$ cat config.mk
export PLATFORM = sky130hd
export DESIGN_NAME = mult_iter_flat
export DESIGN_NICKNAME = d
export VERILOG_FILES = /design/src/rtl/mult_iter_if.sv /design/src/rtl/mult_iter.sv /design/src/flat_wrapper.sv
export SDC_FILE = /design/constraint.sdc
export NUM_CORES = 1
export LEC_CHECK = 0
export ABC_AREA = 1
export CAP_MARGIN = 30
export CORE_UTILIZATION = 55
export CTS_CLUSTER_DIAMETER = 80
export DETAILED_ROUTE_END_ITERATION = 8
export PLACE_DENSITY = 0.74
export SYNTH_ARGS = -nofsm -noshare
export SYNTH_HDL_FRONTEND = slang
export SYNTH_SLANG_ARGS = --single-unit
$ cat constraint.sdc
create_clock -name clk -period 4.4 [get_ports clk]
set_clock_uncertainty 0.15 [all_clocks]
set_input_delay 0.88 -clock clk [delete_from_list [all_inputs] [get_ports clk]]
set_output_delay 0.88 -clock clk [all_outputs]
set_load 0.005 [all_outputs]
$ cat src/rtl/mult_iter_if.sv
// Valid/ready bundle between the iterative multiplier and its
// producer (operands) and consumer (product).
interface mult_iter_if #(
    parameter int M = 26,
    parameter int N = 14
);
    logic           in_valid;
    logic           in_ready;
    logic           signed_mode;
    logic [M-1:0]   multi1;
    logic [N-1:0]   multi2;
    logic           out_valid;
    logic           out_ready;
    logic [M+N-1:0] product;
    logic           busy;

    modport master (
        output in_valid, signed_mode, multi1, multi2, out_ready,
        input  in_ready, out_valid, product, busy
    );

    modport slave (
        input  in_valid, signed_mode, multi1, multi2, out_ready,
        output in_ready, out_valid, product, busy
    );
endinterface

$ cat src/rtl/mult_iter.sv
// Iterative M x N multiplier retiring K multiplier bits per cycle,
// unsigned or two's-complement per operation.
module mult_iter #(
    parameter int M = 26,
    parameter int N = 14,
    parameter int K = 2
) (
    input  logic       clk,
    input  logic       rst,
    mult_iter_if.slave bus
);
    localparam int C  = (N + K - 1) / K;
    localparam int W  = M + N;
    localparam int PW = C * K;
    localparam int CW = (C > 1) ? $clog2(C) : 1;
    localparam logic [W-1:0]  MC_HI = ~W'({M{1'b1}});
    localparam logic [PW-1:0] MP_HI = ~PW'({N{1'b1}});

    typedef enum logic [1:0] {
        S_IDLE,
        S_CALC,
        S_DONE
    } state_t;

    state_t         r_state;
    state_t         w_next;
    logic [W-1:0]   r_mcand;
    logic [W-1:0]   r_acc;
    logic [W-1:0]   r_product;
    logic [PW-1:0]  r_mplr;
    logic           r_signed;
    logic [CW-1:0]  r_cnt;

    logic           w_in_ready;
    logic           w_out_valid;
    logic           w_busy;
    logic           w_accept;
    logic           w_last;
    logic           w_neg;
    logic [K-1:0]   w_dig;
    logic [W-1:0]   w_term;
    logic [W-1:0]   w_sum;

    assign w_accept = (r_state == S_IDLE) & bus.in_valid;
    assign w_last   = (r_cnt == CW'(C - 1));
    assign w_dig    = r_mplr[K-1:0];
    // Top digit of a signed multiplier carries weight -2^(K-1).
    assign w_neg    = r_signed & w_last & w_dig[K-1];
    assign w_term   = (r_mcand * W'(w_dig))
                    - (w_neg ? (r_mcand << K) : '0);
    assign w_sum    = r_acc + w_term;

    always_ff @(posedge clk) begin
        if (rst) begin
            r_state <= S_IDLE;
        end else begin
            r_state <= w_next;
        end
    end

    always_comb begin
        w_next      = r_state;
        w_in_ready  = 1'b0;
        w_out_valid = 1'b0;
        w_busy      = 1'b0;
        unique case (r_state)
            S_IDLE: begin
                w_in_ready = 1'b1;
                if (bus.in_valid) begin
                    w_next = S_CALC;
                end
            end
            S_CALC: begin
                w_busy = 1'b1;
                if (w_last) begin
                    w_next = S_DONE;
                end
            end
            S_DONE: begin
                w_busy      = 1'b1;
                w_out_valid = 1'b1;
                if (bus.out_ready) begin
                    w_next = S_IDLE;
                end
            end
            default: begin
                w_next = S_IDLE;
            end
        endcase
    end

    always_ff @(posedge clk) begin
        if (rst) begin
            r_mcand   <= '0;
            r_acc     <= '0;
            r_product <= '0;
            r_mplr    <= '0;
            r_signed  <= 1'b0;
            r_cnt     <= '0;
        end else if (w_accept) begin
            r_mcand  <= W'(bus.multi1)
                      | ((bus.signed_mode & bus.multi1[M-1]) ? MC_HI : '0);
            r_mplr   <= PW'(bus.multi2)
                      | ((bus.signed_mode & bus.multi2[N-1]) ? MP_HI : '0);
            r_signed <= bus.signed_mode;
            r_acc    <= '0;
            r_cnt    <= '0;
        end else if (r_state == S_CALC) begin
            // Multiplicand pre-shifted so each digit lands at weight K*i.
            r_acc   <= w_sum;
            r_mcand <= r_mcand << K;
            r_mplr  <= r_mplr >> K;
            r_cnt   <= w_last ? '0 : r_cnt + CW'(1);
            if (w_last) begin
                r_product <= w_sum;
            end
        end
    end

    assign bus.in_ready  = w_in_ready;
    assign bus.out_valid = w_out_valid;
    assign bus.busy      = w_busy;
    assign bus.product   = r_product;
endmodule
$ cat src/flat_wrapper.sv
// flat-port wrapper written by rule: the top's interface ports become plain ports
module mult_iter_flat 
#(
    parameter int M = 26,
    parameter int N = 14,
    parameter int K = 2
)
  (clk, rst, bus_in_valid, bus_signed_mode, bus_multi1, bus_multi2, bus_out_ready, bus_in_ready, bus_out_valid, bus_product, bus_busy);
  mult_iter_if #(.M(M), .N(N)) bus_i ();
  input  logic clk;
  input  logic rst;
  input wire logic [$bits(bus_i.in_valid)-1:0] bus_in_valid;
  input wire logic [$bits(bus_i.signed_mode)-1:0] bus_signed_mode;
  input wire logic [$bits(bus_i.multi1)-1:0] bus_multi1;
  input wire logic [$bits(bus_i.multi2)-1:0] bus_multi2;
  input wire logic [$bits(bus_i.out_ready)-1:0] bus_out_ready;
  output wire logic [$bits(bus_i.in_ready)-1:0] bus_in_ready;
  output wire logic [$bits(bus_i.out_valid)-1:0] bus_out_valid;
  output wire logic [$bits(bus_i.product)-1:0] bus_product;
  output wire logic [$bits(bus_i.busy)-1:0] bus_busy;
  assign bus_i.in_valid = bus_in_valid;
  assign bus_i.signed_mode = bus_signed_mode;
  assign bus_i.multi1 = bus_multi1;
  assign bus_i.multi2 = bus_multi2;
  assign bus_i.out_ready = bus_out_ready;
  assign bus_in_ready = bus_i.in_ready;
  assign bus_out_valid = bus_i.out_valid;
  assign bus_product = bus_i.product;
  assign bus_busy = bus_i.busy;
  mult_iter #(.M(M), .N(N), .K(K)) u_core (.clk(clk), .rst(rst), .bus(bus_i));
endmodule
== Word level (Yosys, flattened, before mapping) ==
Cells that the tools add are included.

* Input bits: 45
* Register bits: 140
* Logic and storage cells: 43

* Bitwise logic cells: 6
* Reduce and logical (&&, ||, !) cells: 6
* Multiply operators: 1
* $add $sub $neg: 3
* Eq/ne operators: 6
* Mux-type cells: 14

{| class="wikitable"
|+ Operators by type and width
! operator !! number
|-
| $mux 40 || 4
|-
| $add 40x40->40 || 1
|-
| $mul 40x2->40 || 1
|-
| $or 26x40->40 || 1
|-
| $sub 40x40->40 || 1
|-
| $mux 14 || 2
|-
| $mux 2 || 3
|-
| $pmux 2 s3 || 1
|-
| $reduce_and 3->1 || 2
|-
| $and 1x1->1 || 4
|-
| $ne 2x2->1 const B || 2
|-
| $reduce_or 2->1 || 2
|-
| $add 3x1->3 const B || 1
|-
| $eq 3x3->1 const B || 1
|-
| $mux 1 || 3
|-
| $mux 3 || 1
|-
| $eq 2x1->1 const B || 1
|-
| $eq 2x2->1 const B || 1
|-
| $logic_not 2->1 || 1
|-
| $ne 2x1->1 const B || 1
|-
| $reduce_bool 2->1 || 1
|-
| $not 1->1 || 1
|}

== Depth between registers and ports, before layout ==
* Depth after elaboration: 6
* Depth in mapped cells: 24
* Gate-level depth less buffers: 23

== Worst setup path before layout ==
No wires, ideal clock.

* Path type: register -> register
* Start point: register u_core.r_mplr[1]
* End point: register u_core.r_acc[32]
* Period minus slack after synthesis: 3.790 ns
* Setup slack: 0.610 ns
* Setup time: 0.109 ns
* Arrival: 3.531 ns
* Cell stages (with the launch flop): 23
* Required time: 4.141 ns
* Buffers on the path: 2
* Cell sequence: dfxtp_1 > clkbuf_1 > buf_1 > nand2_1 > inv_1 > nand2_1 > fa_1 > inv_1 > fa_1 > inv_1 > ha_1 > nand2_2 > inv_1 > a21oi_2 > inv_1 > a21oi_1 > nand2_2 > nand2_1 > nand2_1 > nand2_1 > nand3_1 > nand2_1 > inv_1

* Cells in the longest elaborated chain, start to end: 4

{| class="wikitable"
|+ Ends and longest elaborated chain
! what !! line !! source
|-
| from (decl) || mult_iter.sv:30 || <nowiki>logic [PW-1:0] r_mplr;</nowiki>
|-
| from (signal assigned) || mult_iter.sv:103 || <nowiki>r_mplr <= PW'(bus.multi2)</nowiki>
|-
| from (signal assigned) || mult_iter.sv:112 || <nowiki>r_mplr <= r_mplr >> K;</nowiki>
|-
| branches (longest 2 deep; another with $mul 40x2->40) || n/a ||
|-
| $sub 40x40->40 * || mult_iter.sv:50 || <nowiki>- (w_neg ? (r_mcand << K) : '0);</nowiki>
|-
| $add 40x40->40 * || mult_iter.sv:51 || <nowiki>assign w_sum = r_acc + w_term;</nowiki>
|-
| to (signal assigned) || mult_iter.sv:110 || <nowiki>r_acc <= w_sum;</nowiki>
|-
| to (decl) || mult_iter.sv:28 || <nowiki>logic [W-1:0] r_acc;</nowiki>
|}

Every way passes the cells marked *.
A chain may end at the register's enable or synchronous reset.

== Final worst setup path ==
* Start point: register u_core.r_cnt[0]
* End point: register u_core.r_acc[24]

* Cells in the longest elaborated chain, start to end: 6

{| class="wikitable"
|+ Ends and longest elaborated chain
! what !! line !! source
|-
| from (decl) || mult_iter.sv:32 || <nowiki>logic [CW-1:0] r_cnt;</nowiki>
|-
| from (signal assigned) || mult_iter.sv:113 || <nowiki>r_cnt <= w_last ? '0 : r_cnt + CW'(1);</nowiki>
|-
| $eq 3x3->1 || mult_iter.sv:45 || <nowiki>assign w_last = (r_cnt == CW'(C - 1));</nowiki>
|-
| $and 1x1->1 (2 in a row) || mult_iter.sv:48 || <nowiki>assign w_neg = r_signed & w_last & w_dig[K-1];</nowiki>
|-
| $mux 40 || mult_iter.sv:50 ||
|-
| $sub 40x40->40 || mult_iter.sv:50 ||
|-
| $add 40x40->40 || mult_iter.sv:51 ||
|}

No other way between the ends.

==> impl_metrics.csv <==
group,metric,value,unit
run_status,status,"complete, no violations",
route,wl,34300,um
setup_path,crit_arrival,4.41,ns
timing,timing.hold.ws,0.313,ns
synthesis,yosys.area.top_type,"dfxtp_1",
setup_path,timing.reg2reg.worst_path_depth,20,
route,ant_nets,0,
setup_path,end_kind,"flip-flop",
synthesis,synth-warning-count,0,
grt,grt_pass1_wl,55600,um
clocking,htreeDepth,4,
place,dp.cells,2228,
setup_path,required,4.60,ns
route,drt-vias-per-instance,5.02,
die,pin_count,88,
timing,rsz0062_at_grt,"true",
synthesis,synth_most_common_cell,"nand2_1",
synthesis,netlist_top_cells_count,"nand2_1, inv_1, nor2_1, dfxtp_1, nand3_1",
die,die_h,148,um
cells_and_area,fin_nets,2139,
setup_path,critPathSlowestCell,"fa_1",
setup_path,critPathMaxStageDelay,0.56,ns
route,wl_per_cell,15.2,um
clocking,clkLatencyLatePin,0.44,ns
timing,hold_viol_final,0,
die,num_rows,53,
cells_and_area,multiInputGateArea,6770,um^2
die,fp.dieW,148,um
setup_path,worstPathMaxFanout,19,
cells_and_area,fin_area,13600,um^2
synthesis,ys_async_sr_fraction,0,
place,portBuffers,87,
route,first_iter_violations,841,
timing,finalSetupViolations,0,
timing,min_period,4.22,ns
route,dr_wl_met2,15100,um
clocking,path_clk_slew,0.07,ns
grt,grt-ovfl-total,0,
die,start_util,0.559,
min_path,min-delay-path-class,"reg -> reg",
route,met1Wirelength,16100,um
grt,grt_max_degree,61,
place,gp_congestion,0.946,
grt,grtUsageTotal,0.327,
synthesis,yosys-top-cells-area,"dfxtp_1, nand2_1, inv_1",
setup_path,crit_path_start_kind,"flip-flop",
place,hpwl,26900,um
grt,first_global_vias,10900,
setup_path,crit_top_cell,"inv_1",
clocking,cts_root_buf,"clkbuf_16",
synthesis,synth_nets,2064,
place,dpl-instance-area,12900,um^2
min_path,min_path_cells,2,
synthesis,synth_top_area_frac,0.238,
clocking,cts.path.max_buffers,2,
setup_path,worstSetupPathType,"reg -> reg",
cells_and_area,drive_above_1_share,0.0553,
cells_and_area,syn2layout_area_growth,15.7,%
route,dr_total_vias,11400,
timing,final.period_utilization,0.958,
synthesis,syn_area,11800,um^2
synthesis,synth.distinct_cells,37,
cells_and_area,antenna_cells,0,
cells_and_area,fillers,2053,
timing,tightest_slew,0.939,ns
synthesis,synth-main-ff-cell,"dfxtp_1",
clocking,cts_tree,"built",
die,dieArea,22000,um^2
setup_path,worstPathCellList,"inv_1 > nand3_2 > nor2_4 > buf_12 > buf_4 > nand2_1 > fa_1 > inv_1 > fa_1 > inv_1 > ha_1 > nand2_2 > nor2_1 > inv_1 > o21bai_1 > inv_1 > nand3_1 > nand3_1 > nand2_1 > inv_1",
flow_run,maxCapViolCount,0,
synthesis,synth-edff-count,0,
route,met3_length,2420,um
route,drc,0,
route,top_layer,"met4",
clocking,cts_num_sinks,140,
clocking,numCtsBuffers,17,
grt,antenna_found_initial,0,
timing,slew_violations,0,
clocking,hold_buffers,0,
synthesis,syn_avg_cell_area,6.19,um^2
cells_and_area,instances_no_fill,2263,
timing,slew_headroom,0.373,
synthesis,yosys_register_bits,140,
die,core-area,21000,um^2
synthesis,synth_seq_area_share,0.238,
cells_and_area,ff_latch_area,2800,um^2
synthesis,netlist_instances,1900,
timing,clock.fmax,0.237,GHz
cells_and_area,utilization,0.647,
route,drtPass1Iterations,5,
## through the flow
step	setup WS, ns	setup TNS (ns)
4_1_cts	0.119	0
3_5_place_dp	0.145	0
2_1_floorplan	0.610	0
6_report	0.183	0
5_1_grt	-0.00957	-0.0103
3_3_place_gp	0.184	0
## path summary, 6_finish.rpt
path | startpoint | to | slack (ns)
min | u_core.r_acc[1]$_SDFFE_PP0P_ | u_core.r_acc[1]$_SDFFE_PP0P_ | 0.31
min reg2reg | u_core.r_acc[1]$_SDFFE_PP0P_ | u_core.r_acc[1]$_SDFFE_PP0P_ | 0.31
max reg2reg | u_core.r_cnt[0]$_SDFFE_PP0P_ | u_core.r_acc[24]$_SDFFE_PP0P_ | 0.18
max | u_core.r_cnt[0]$_SDFFE_PP0P_ | u_core.r_acc[24]$_SDFFE_PP0P_ | 0.18
## worst max-delay path, delay by kind of cell (launching register included)
| kind | cells | cell delay [ns] |
|---|---|---|
| fa+ha+maj | 3 | 1.45 |
| compound gates | 1 | 0.29 |
| flops | 1 | 0.32 |
| simple gates | 8 | 1.14 |
| buf+inv | 8 | 0.75 |
## cell families after synthesis
logic type | Yosys count | share of synthesized area
adder cells (fa/ha/maj) | 119 | 0.175
AND/OR/NAND/NOR | 848 | 0.292
AO/OA/AOI/OAI | 192 | 0.0965
flip-flops | 140 | 0.238
buffers and inverters | 590 | 0.191
XOR/XNOR | 11 | 0.00819
## what timing repair did
| item | 4_1_cts | 5_1_grt |
|---|---|---|
| setup endpoints to repair | 0 | 12 |
| gates resized for setup | 0 | 13 |
| setup buffers | 0 | 3 |
## per-layer routing
metal / track usage / up-vias
met3: 0.0482 / 39
li1: - / 5734
met2: 0.511 / 415
met5: 0 / -
met1: 0.467 / 5180
met4: 0.0912 / 0
## placed cells by master (no fill, tap or decap), types with 4 or more instances in the layout
master and count:
o21bai_1 5, inv_6 6, o21ai_0 51, nor3_1 5, nand2_2 15, xor2_1 10, a22oi_1 5, inv_1 526
o221ai_1 20, inv_2 5, nand4_1 8, clkdlybuf4s50_1 86, a31oi_1 6, ha_1 41, dfxtp_1 140, a21oi_1 81
nor2_2 11, a21oi_2 7, nand2_1 567, clkbuf_16 17, o211ai_1 8, nand3_2 4, fa_1 75, nor2_1 138
nand3_1 92, buf_4 23
## sequential cells by signal (all words and copies together) (netlist names)
| signal | cells |
|---|---|
| u_core.r_signed | 1 |
| u_core.r_state | 2 |
| u_core.r_cnt | 3 |
| u_core.bus.product | 40 |
| u_core.r_mplr | 14 |
| u_core.r_mcand | 40 |
| u_core.r_acc | 40 |
## cell type report
class / instances / share of cell area
Timing Repair Buffer: 113 / 0.0808
Clock buffer: 18 / 0.0323
Multi-Input combinational cell: 1170 / 0.498
Tap cell: 275 / 0.0253
Inverter: 533 / 0.147
Clock inverter: 14 / 0.0108
Sequential cell: 140 / 0.206
Power is left out: the tool's default activity adds up to more than one toggle a clock period on the data nets, which glitch-free logic cannot reach.
